## config.mk

```make
export PLATFORM = sky130hd
export DESIGN_NAME = rst_ctrl_flat
export DESIGN_NICKNAME = d
export VERILOG_FILES = /design/src/rtl/rst_ctrl_if.sv /design/src/rtl/rst_ctrl.sv /design/src/flat_wrapper.sv
export SDC_FILE = /design/constraint.sdc
export NUM_CORES = 1
export LEC_CHECK = 0
export BUFFER_PORTS_ARGS = -buffer_cell sky130_fd_sc_hd__buf_2
export CAP_MARGIN = 10
export CORE_ASPECT_RATIO = 1.2
export CORE_UTILIZATION = 47
export DETAILED_ROUTE_END_ITERATION = 7
export PLACE_DENSITY = 0.86
export SYNTH_ARGS = -nofsm -noshare
export SYNTH_HDL_FRONTEND = slang
export SYNTH_SLANG_ARGS = --single-unit
```

## constraint.sdc

```tcl
create_clock -name clk_m2s -period 4.6 [get_ports clk_m2s]
set_input_delay 0.23 -clock clk_m2s [delete_from_list [all_inputs] [get_ports clk_m2s]]
set_output_delay 0.23 -clock clk_m2s [all_outputs]
set_load 0.01 [all_outputs]
```

## src/rtl/rst_ctrl_if.sv

```systemverilog
// Wishbone classic bus bundle between a bus master and the reset controller's
// register slave. Clock and reset stay outside as plain ports.
interface rst_ctrl_if #(
  parameter int GRL = 1
);
  logic [31:0]  dat_m2s;
  logic [31:0]  adr_m2s;
  logic [GRL:0] sel_m2s;
  logic         cyc_m2s;
  logic         stb_m2s;
  logic         we_m2s;
  logic [31:0]  dat_s2m;
  logic         ack_s2m;
  logic         err_s2m;

  modport master (
    output dat_m2s, adr_m2s, sel_m2s, cyc_m2s, stb_m2s, we_m2s,
    input  dat_s2m, ack_s2m, err_s2m
  );

  modport slave (
    input  dat_m2s, adr_m2s, sel_m2s, cyc_m2s, stb_m2s, we_m2s,
    output dat_s2m, ack_s2m, err_s2m
  );
endinterface

```

## src/rtl/rst_ctrl.sv

```systemverilog
// Reset controller: merges pin, software, IWDG and WWDG reset requests into
// one stretched active-low system reset and keeps sticky reset-cause flags
// that firmware reads and clears over a Wishbone slave port. Lives in the
// always-on domain and is reset only by rst_m2s.
module rst_ctrl #(
  parameter int          GRL         = 1,
  parameter logic [31:0] BASE_ADR    = 32'h0100_0100,
  parameter logic [31:0] RCC_CSR_ADR = BASE_ADR + 32'h0,
  parameter logic [31:0] RCC_SWR_ADR = BASE_ADR + 32'h4,
  parameter int          STRETCH     = 16
) (
  input  logic       clk_m2s,
  input  logic       rst_m2s,
  rst_ctrl_if.slave  wb,
  input  logic       rst_iwdg,
  input  logic       rst_wwdg,
  input  logic       pin_rst_n,
  output logic       sys_rst_n,
  output logic [4:0] rst_cause
);

  localparam logic [15:0] CNT_INIT = 16'(STRETCH - 1);
  localparam logic [31:0] SW_KEY   = 32'h0000_5FA5;
  localparam int          RMVF_BIT = 24;

  // Flag bit positions inside the CSR.
  localparam int F_PIN  = 0;
  localparam int F_SFT  = 1;
  localparam int F_IWDG = 2;
  localparam int F_WWDG = 3;
  localparam int F_POR  = 4;

  typedef enum logic [1:0] {
    ST_RUN  = 2'b00,  // system running, sys_rst_n high
    ST_HOLD = 2'b01,  // minimum stretch window, counter running
    ST_WAIT = 2'b10   // stretch done, a request is still pending
  } state_e;

  // ---------------------------------------------------------------------------
  // Storage
  // ---------------------------------------------------------------------------
  logic [1:0]  pin_sync_q;          // [0] first stage, [1] second stage
  state_e      state_q,     state_d;
  logic [15:0] cnt_q,       cnt_d;
  logic        sys_rst_n_q, sys_rst_n_d;
  logic [4:0]  flags_q,     flags_d;
  logic        ack_q,       ack_d;
  logic        err_q,       err_d;
  logic [31:0] dat_q,       dat_d;

  // ---------------------------------------------------------------------------
  // Bus decode and request conditioning
  // ---------------------------------------------------------------------------
  logic resp;
  logic hit_csr;
  logic hit_swr;
  logic mapped;
  logic rmvf;
  logic pin_req;
  logic sw_req;
  logic any_req;
  logic [4:0] flag_set;

  // Byte selects carry no meaning here; every access is a full word.
  logic [GRL:0] sel_unused;
  assign sel_unused = wb.sel_m2s;

  // A new access is accepted only while no response is on the bus, which
  // turns a held strobe into one response every second cycle.
  assign resp    = wb.cyc_m2s & wb.stb_m2s & ~ack_q & ~err_q;
  assign hit_csr = (wb.adr_m2s == RCC_CSR_ADR);
  assign hit_swr = (wb.adr_m2s == RCC_SWR_ADR);
  assign mapped  = hit_csr | hit_swr;

  // The key write and the flag clear both act on the same edge as the ack.
  assign sw_req  = resp & wb.we_m2s & hit_swr & (wb.dat_m2s == SW_KEY);
  assign rmvf    = resp & wb.we_m2s & hit_csr & wb.dat_m2s[RMVF_BIT];

  assign pin_req = ~pin_sync_q[1];
  assign any_req = pin_req | sw_req | rst_iwdg | rst_wwdg;

  always_comb begin
    flag_set         = '0;
    flag_set[F_PIN]  = pin_req;
    flag_set[F_SFT]  = sw_req;
    flag_set[F_IWDG] = rst_iwdg;
    flag_set[F_WWDG] = rst_wwdg;
    flag_set[F_POR]  = 1'b0;
  end

  // Bring the asynchronous reset pin into the clock domain through two flops.
  always_ff @(posedge clk_m2s) begin
    // NOTE: sequential state uses non-blocking assignments so every flop
    // samples pre-edge values regardless of block ordering.
    if (!rst_m2s) begin
      pin_sync_q <= 2'b11;
    end else begin
      pin_sync_q <= {pin_sync_q[0], pin_rst_n};
    end
  end

  // ---------------------------------------------------------------------------
  // Reset-stretch state machine
  // ---------------------------------------------------------------------------

  // Next state and counter; the output flop follows the current state so
  // sys_rst_n lags the state by one cycle and is glitch-free.
  always_comb begin
    // NOTE: every always_comb output gets a default first, so no path can
    // leave it unassigned and infer a latch.
    state_d     = state_q;
    cnt_d       = cnt_q;
    sys_rst_n_d = (state_q == ST_RUN);

    case (state_q)
      ST_RUN: begin
        if (any_req) begin
          state_d = ST_HOLD;
          cnt_d   = CNT_INIT;
        end
      end
      ST_HOLD: begin
        // Requests arriving here do not reload the counter.
        if (cnt_q == 16'd0) begin
          state_d = any_req ? ST_WAIT : ST_RUN;
        end else begin
          cnt_d = cnt_q - 16'd1;
        end
      end
      ST_WAIT: begin
        if (!any_req) begin
          state_d = ST_RUN;
        end
      end
      default: begin
        // Recover from a corrupted encoding by asserting a full reset.
        state_d = ST_HOLD;
        cnt_d   = CNT_INIT;
      end
    endcase
  end

  // State register, stretch counter and registered reset output.
  always_ff @(posedge clk_m2s) begin
    if (!rst_m2s) begin
      state_q     <= ST_HOLD;
      cnt_q       <= CNT_INIT;
      sys_rst_n_q <= 1'b0;
    end else begin
      state_q     <= state_d;
      cnt_q       <= cnt_d;
      sys_rst_n_q <= sys_rst_n_d;
    end
  end

  // ---------------------------------------------------------------------------
  // Reset-cause flags
  // ---------------------------------------------------------------------------

  // Clear is applied first so a request in the same cycle keeps its flag.
  always_comb begin
    flags_d = rmvf ? 5'b00000 : flags_q;
    flags_d = flags_d | flag_set;
  end

  // Sticky flags; power-on leaves only the POR cause set.
  always_ff @(posedge clk_m2s) begin
    if (!rst_m2s) begin
      flags_q <= 5'b10000;
    end else begin
      flags_q <= flags_d;
    end
  end

  // ---------------------------------------------------------------------------
  // Wishbone slave response
  // ---------------------------------------------------------------------------

  // Registered single-cycle response; read data holds between responses.
  always_comb begin
    ack_d = resp & mapped;
    err_d = resp & ~mapped;
    dat_d = dat_q;
    if (resp) begin
      dat_d = (hit_csr && !wb.we_m2s) ? {27'd0, flags_q} : 32'd0;
    end
  end

  // Response flops for ack, err and read data.
  always_ff @(posedge clk_m2s) begin
    if (!rst_m2s) begin
      ack_q <= 1'b0;
      err_q <= 1'b0;
      dat_q <= 32'd0;
    end else begin
      ack_q <= ack_d;
      err_q <= err_d;
      dat_q <= dat_d;
    end
  end

  assign wb.ack_s2m = ack_q;
  assign wb.err_s2m = err_q;
  assign wb.dat_s2m = dat_q;
  assign sys_rst_n  = sys_rst_n_q;
  assign rst_cause  = flags_q;

endmodule

```

## src/flat_wrapper.sv

```systemverilog
// flat-port wrapper written by rule: the top's interface ports become plain ports
module rst_ctrl_flat 
#(
  parameter int          GRL         = 1,
  parameter logic [31:0] BASE_ADR    = 32'h0100_0100,
  parameter logic [31:0] RCC_CSR_ADR = BASE_ADR + 32'h0,
  parameter logic [31:0] RCC_SWR_ADR = BASE_ADR + 32'h4,
  parameter int          STRETCH     = 16
)
  (clk_m2s, rst_m2s, rst_iwdg, rst_wwdg, pin_rst_n, sys_rst_n, rst_cause, wb_dat_m2s, wb_adr_m2s, wb_sel_m2s, wb_cyc_m2s, wb_stb_m2s, wb_we_m2s, wb_dat_s2m, wb_ack_s2m, wb_err_s2m);
  rst_ctrl_if #(.GRL(GRL)) wb_i ();
  input  logic clk_m2s;
  input  logic rst_m2s;
  input  logic rst_iwdg;
  input  logic rst_wwdg;
  input  logic pin_rst_n;
  output logic sys_rst_n;
  output logic [4:0] rst_cause;
  input wire logic [$bits(wb_i.dat_m2s)-1:0] wb_dat_m2s;
  input wire logic [$bits(wb_i.adr_m2s)-1:0] wb_adr_m2s;
  input wire logic [$bits(wb_i.sel_m2s)-1:0] wb_sel_m2s;
  input wire logic [$bits(wb_i.cyc_m2s)-1:0] wb_cyc_m2s;
  input wire logic [$bits(wb_i.stb_m2s)-1:0] wb_stb_m2s;
  input wire logic [$bits(wb_i.we_m2s)-1:0] wb_we_m2s;
  output wire logic [$bits(wb_i.dat_s2m)-1:0] wb_dat_s2m;
  output wire logic [$bits(wb_i.ack_s2m)-1:0] wb_ack_s2m;
  output wire logic [$bits(wb_i.err_s2m)-1:0] wb_err_s2m;
  assign wb_i.dat_m2s = wb_dat_m2s;
  assign wb_i.adr_m2s = wb_adr_m2s;
  assign wb_i.sel_m2s = wb_sel_m2s;
  assign wb_i.cyc_m2s = wb_cyc_m2s;
  assign wb_i.stb_m2s = wb_stb_m2s;
  assign wb_i.we_m2s = wb_we_m2s;
  assign wb_dat_s2m = wb_i.dat_s2m;
  assign wb_ack_s2m = wb_i.ack_s2m;
  assign wb_err_s2m = wb_i.err_s2m;
  rst_ctrl #(.GRL(GRL), .BASE_ADR(BASE_ADR), .RCC_CSR_ADR(RCC_CSR_ADR), .RCC_SWR_ADR(RCC_SWR_ADR), .STRETCH(STRETCH)) u_core (.clk_m2s(clk_m2s), .rst_m2s(rst_m2s), .wb(wb_i), .rst_iwdg(rst_iwdg), .rst_wwdg(rst_wwdg), .pin_rst_n(pin_rst_n), .sys_rst_n(sys_rst_n), .rst_cause(rst_cause));
endmodule
```

-- Yosys cells after proc, flatten, opt, wreduce, memory -nomap -nowiden
Cells that the tools add are included.
Widths: inputs -> output; s select.
- register bits: 60
- output and inout port bits: 40
- logic and storage cells: 54
- add/subtract/negate cells: 1
- equality and inequality tests: 9
- mux-type cells: 10
- bitwise logic cells: 20
- reductions and logical operators: 6
- operators with widths (cell ; number):
    $eq 32x25->1 const B ; 2
    $pmux 16 s3 ; 1
    $eq 32x15->1 const B ; 1
    $mux 16 ; 2
    $logic_not 16->1 ; 1
    $sub 16x1->16 const B ; 1
    $and 1x1->1 ; 10
    $mux 5 ; 2
    $mux 2 ; 4
    $ne 2x2->1 const B ; 3
    $pmux 2 s3 ; 1
    $reduce_and 3->1 ; 2
    $not 1->1 ; 5
    $or 5x4->5 ; 1
    $or 1x1->1 ; 4
    $eq 2x1->1 const B ; 1
    $eq 2x2->1 const B ; 1
    $logic_not 2->1 ; 1
    $ne 2x1->1 const B ; 1
    $logic_and 1x1->1 ; 1
    $logic_not 1->1 ; 1

-- Longest topological paths before layout
- depth in word-level cells: 12
- depth in mapped cells: 8
- gate-level depth less buffers: 8

-- Least setup slack after synthesis
Ideal clock, no wire load.
- path type: register to register
- start: register u_core.cnt_q[5]
- end: register u_core.state_q[0]
- library setup time: 0.123 ns
- arrival: 1.972 ns
- slack: 2.505 ns
- stages on the path, launching flop included: 7
- buffers on the path: 0
- period minus slack after synthesis: 2.095 ns
- cell sequence: dfxtp_1 or4_1 nor3_4 a21boi_1 a31oi_1 a21boi_1 mux2_1
- word-level cells in the longest chain between the ends: 3
- RTL lines (element ; line ; source):
    start, declared ; rst_ctrl.sv:44 ; logic [15:0] cnt_q, cnt_d;
    start signal, assigned ; rst_ctrl.sv:151 ; cnt_q <= cnt_d;
    $logic_not 16->1 ; rst_ctrl.sv:124 ; if (cnt_q == 16'd0) begin
    $ne 2x1->1 (no line) ; -- ;
    $reduce_and 3->1 (no line) ; -- ;
    end signal, assigned ; rst_ctrl.sv:150 ; state_q <= state_d;
    end, declared ; rst_ctrl.sv:43 ; state_e state_q, state_d;
No other way between the ends.
A chain may end at the register's enable or synchronous reset.

-- Worst setup path in the final report
- start: register u_core.cnt_q[10]
- end: register u_core.cnt_q[3]
- word-level cells in the longest chain between the ends: 3
- RTL lines (element ; line):
    $logic_not 16->1 ; rst_ctrl.sv:124
    $ne 2x2->1 (no line) ; --
    $reduce_and 3->1 (no line) ; --
No other way between the ends.

==> impl_metrics.py <==
metrics = {
    "detailed_routing": {
        "antenna_left": 0,
        "wirelength_um": 4770,
        "vias": 1939,
        "wl_per_cell_um": 13.1,
        "first_pass_iters": 4,
        "vias_per_cell": 5.33,
        "drc": 0,
        "drtIter0Drc": 73,
    },
    "timing": {
        "fin_crit_ns": 2.57,
        "slew_headroom_pct": 53.5,
        "slew_viol_final": 0,
        "fin_setup_tns_ns": 0,
        "final_hold_viol_count": 0,
        "timing.final.crit_share_pct": 55.9,
        "tightest_slew_ns": 0.695,
        "finalSetupViolCount": 0,
        "max_freq_ghz": 0.389,
        "rsz0062_at_grt": "false",
        "skew_ns": 0.00518,
    },
    "worst_setup_path": {
        "worst_setup_path_start_kind": "register",
        "cp-end-kind": "register",
        "slowest_stage": "nand3_1",
        "path_cells": "nor3_1, nand2b_1, nor3_1, nand3_1, a311oi_1, a21oi_1",
        "crit_path_frequent_cell": "nor3_1",
        "r2r_end": "u_core.cnt_q[3]",
        "cp_max_fo": 14,
        "cpPeakStageDelay_ns": 0.58,
        "required_ns": 4.77,
        "reg2reg_slack_ns": 2.03,
        "crit_arrival_ns": 2.74,
        "worst_r2r_path_depth": 6,
        "worstSetupPathType": "reg2reg",
        "r2r_start": "u_core.cnt_q[10]",
        "crit_path_start": "u_core.cnt_q[10]",
    },
    "clock_network": {
        "ctsHtreeMaxLevel": 2,
        "clk_pin_slew_ns": 0.06,
        "cts-resized-gates": 0,
        "clock_path_buffers": 2,
        "cts_tree": "built",
        "hold_buffers": 0,
        "clkLatencyLatePin_ns": 0.29,
        "cts_setup_buffers": 0,
        "cts_root_buf": "clkbuf_8",
        "cts.sinks": 33,
        "cts_made_buffers": 5,
    },
    "yosys": {
        "ys_seq_elements": 33,
        "synth_area_sq_mm": 0.00192,
        "synth_cells": 225,
        "yosys_warnings": 0,
        "ys_types": 48,
        "netlist_top_cells_area": "dfxtp_1 (34%), buf_4 (11%), nand2_1 (4.1%)",
        "post-synth-top-area-cell": "dfxtp_1",
        "ys_seq_area_share_pct": 34.5,
        "syn_avg_cell_area_sq_um": 8.52,
        "yosysTopAreaCellShare_pct": 34.5,
    },
    "final_layout": {
        "area_growth_pct": 23.8,
        "seq_area_sq_um": 661,
        "nFillCells": 350,
        "nNetsFinal": 386,
        "fin_util_pct": 60.7,
        "drive_gt1_share_pct": 33.7,
        "final_cell_mix": "buf_2 (84), dfxtp_1 (33), conb_1 (27)",
        "multiInputGateArea_sq_mm": 0.00110,
        "design_area_sq_mm": 0.00237,
        "final_common_cell": "buf_2",
    },
    "power": {
        "ir_drop_mv": 0.128,
        "powerDensity_mw_per_mm2": 254,
        "p_leak_nw": 1.13,
    },
    "floorplanning": {
        "die_area_sq_mm": 0.00434,
        "fp.dieH_um": 72.0,
        "start_util_pct": 49.0,
        "dieWidth_um": 60.3,
        "core-area_sq_mm": 0.00391,
        "io_pins": 114,
        "rows": 25,
    },
    "min_path": {
        "hold_path_class": "in2reg",
        "whs_path_depth": 2,
        "hold_start": "pin_rst_n",
        "min_to": "u_core.pin_sync_q[0]",
    },
    "grt": {
        "grt_max_degree": 22,
        "grt_pass1_wl_um": 7000,
        "antenna_found_initial": 1,
        "grt_pass1_vias": 1651,
        "overflow": 0,
        "track_usage_pct": 21.8,
    },
    "placement": {
        "hpwl_um": 3640,
        "gp_congestion": 0.791,
        "io_buffers": 84,
        "post_dp_cell_area_sq_mm": 0.00227,
    },
    "run_status": {
        "status": "finished, final reports clean",
    },
    "run": {
        "maxCapViolCount": 0,
    },
}
==> through the flow <==
stage	total power (W)	hold WS, ns	setup slack (ns)	instances
3_5_place_dp	0.000368	0.401	2.15	355
4_1_cts	0.000607	0.112	2.09	363
2_1_floorplan	0.000348	0.331	2.50	251
3_3_place_gp	0.000366	0.392	2.20	355
6_report	0.000602	0.121	2.03	364
5_1_grt	0.000630	0.113	1.87	363
==> layer usage <==
| metal | GRT usage [%] | share of wire, % | routed length (um) |
|---|---|---|---|
| met5 | 0 | 0 | 0 |
| met4 | 10.1 | 2.1 | 102 |
| met3 | 7.31 | 10 | 488 |
| met2 | 39.2 | 50 | 2410 |
| met1 | 21.9 | 37 | 1770 |
==> flip-flops by register name (all words and copies together), names as in the netlist <==
| signal | count |
|---|---|
| u_core.sys_rst_n | 1 |
| u_core.state_q | 2 |
| u_core.wb.err_s2m | 1 |
| u_core.wb.dat_s2m | 5 |
| u_core.cnt_q | 16 |
| u_core.wb.ack_s2m | 1 |
| u_core.rst_cause | 5 |
| u_core.pin_sync_q | 2 |
==> layout make-up <==
| type | instances | area share, % |
|---|---|---|
| Timing Repair Buffer | 84 | 17.7 |
| Clock inverter | 1 | 0.211 |
| Tap cell | 54 | 2.85 |
| Multi-Input combinational cell | 178 | 46.3 |
| Clock buffer | 7 | 4.06 |
| Sequential cell | 33 | 27.8 |
| Inverter | 6 | 0.949 |
| Antenna cell | 1 | 0.105 |
==> power breakdown <==
group	internal, W	switching (W)	total, W
Sequential	0.000291	0.00000323	0.000294
Clock	0.000135	0.000104	0.000240
Combinational	0.0000307	0.0000371	0.0000678
==> synth_stat cells, drive strengths merged <==
master   count
or3          4
a21boi       2
conb         1
and4b        1
nor2        18
a32o         5
nand2b       4
a2bb2oi      1
nor4b        3
nor4        10
a22oi        5
or4          3
a41o         1
mux2         1
nand4b       3
dfxtp       33
nand3       10
a31oi        8
nand2       21
a21oi        6
a32oi        1
nand4        5
buf         29
nor3b        2
o21ai        7
o31ai        2
a31o         4
inv          6
o21a         1
o41ai        1
a21o         2
ha           4
clkbuf       5
a311oi       2
nand3b       1
and2         2
nor3        10
a211oi       1
==> critical path: cells and delay by family (launching register included) <==
family,cells,cell delay [ns]
flops,1,0.37
compound gates,2,0.49
simple gates,4,1.58
==> cell families (layout without fill, tap and decap cells) <==
kind of cell             after synthesis  in the layout  share of synthesized area (%)
AND/OR/NAND/NOR                       97             97                           29.2
AO/OA/AOI/OAI                         49             49                           19.5
buffers and inverters                 40             98                           13.4
flip-flops                            33             33                           34.5
adder cells (fa/ha/maj)                4              4                           2.61
other                                  1             28                          0.196
multiplexers                           1              1                          0.587
==> worst max path at each step <==
| stage | endpoint | slack [ns] | cells after the start |
|---|---|---|---|
| 4_1_cts | u_core.cnt_q[2] | 2.09 | 6 |
| 3_5_place_dp | u_core.cnt_q[2] | 2.15 | 6 |
| 3_3_place_gp | u_core.cnt_q[2] | 2.20 | 6 |
| 2_1_floorplan | u_core.state_q[0] | 2.50 | 6 |
| 5_1_grt | u_core.cnt_q[2] | 1.87 | 6 |
| 6_report | u_core.cnt_q[3] | 2.03 | 6 |
Note: power is estimated with default switching activity, not from simulation.
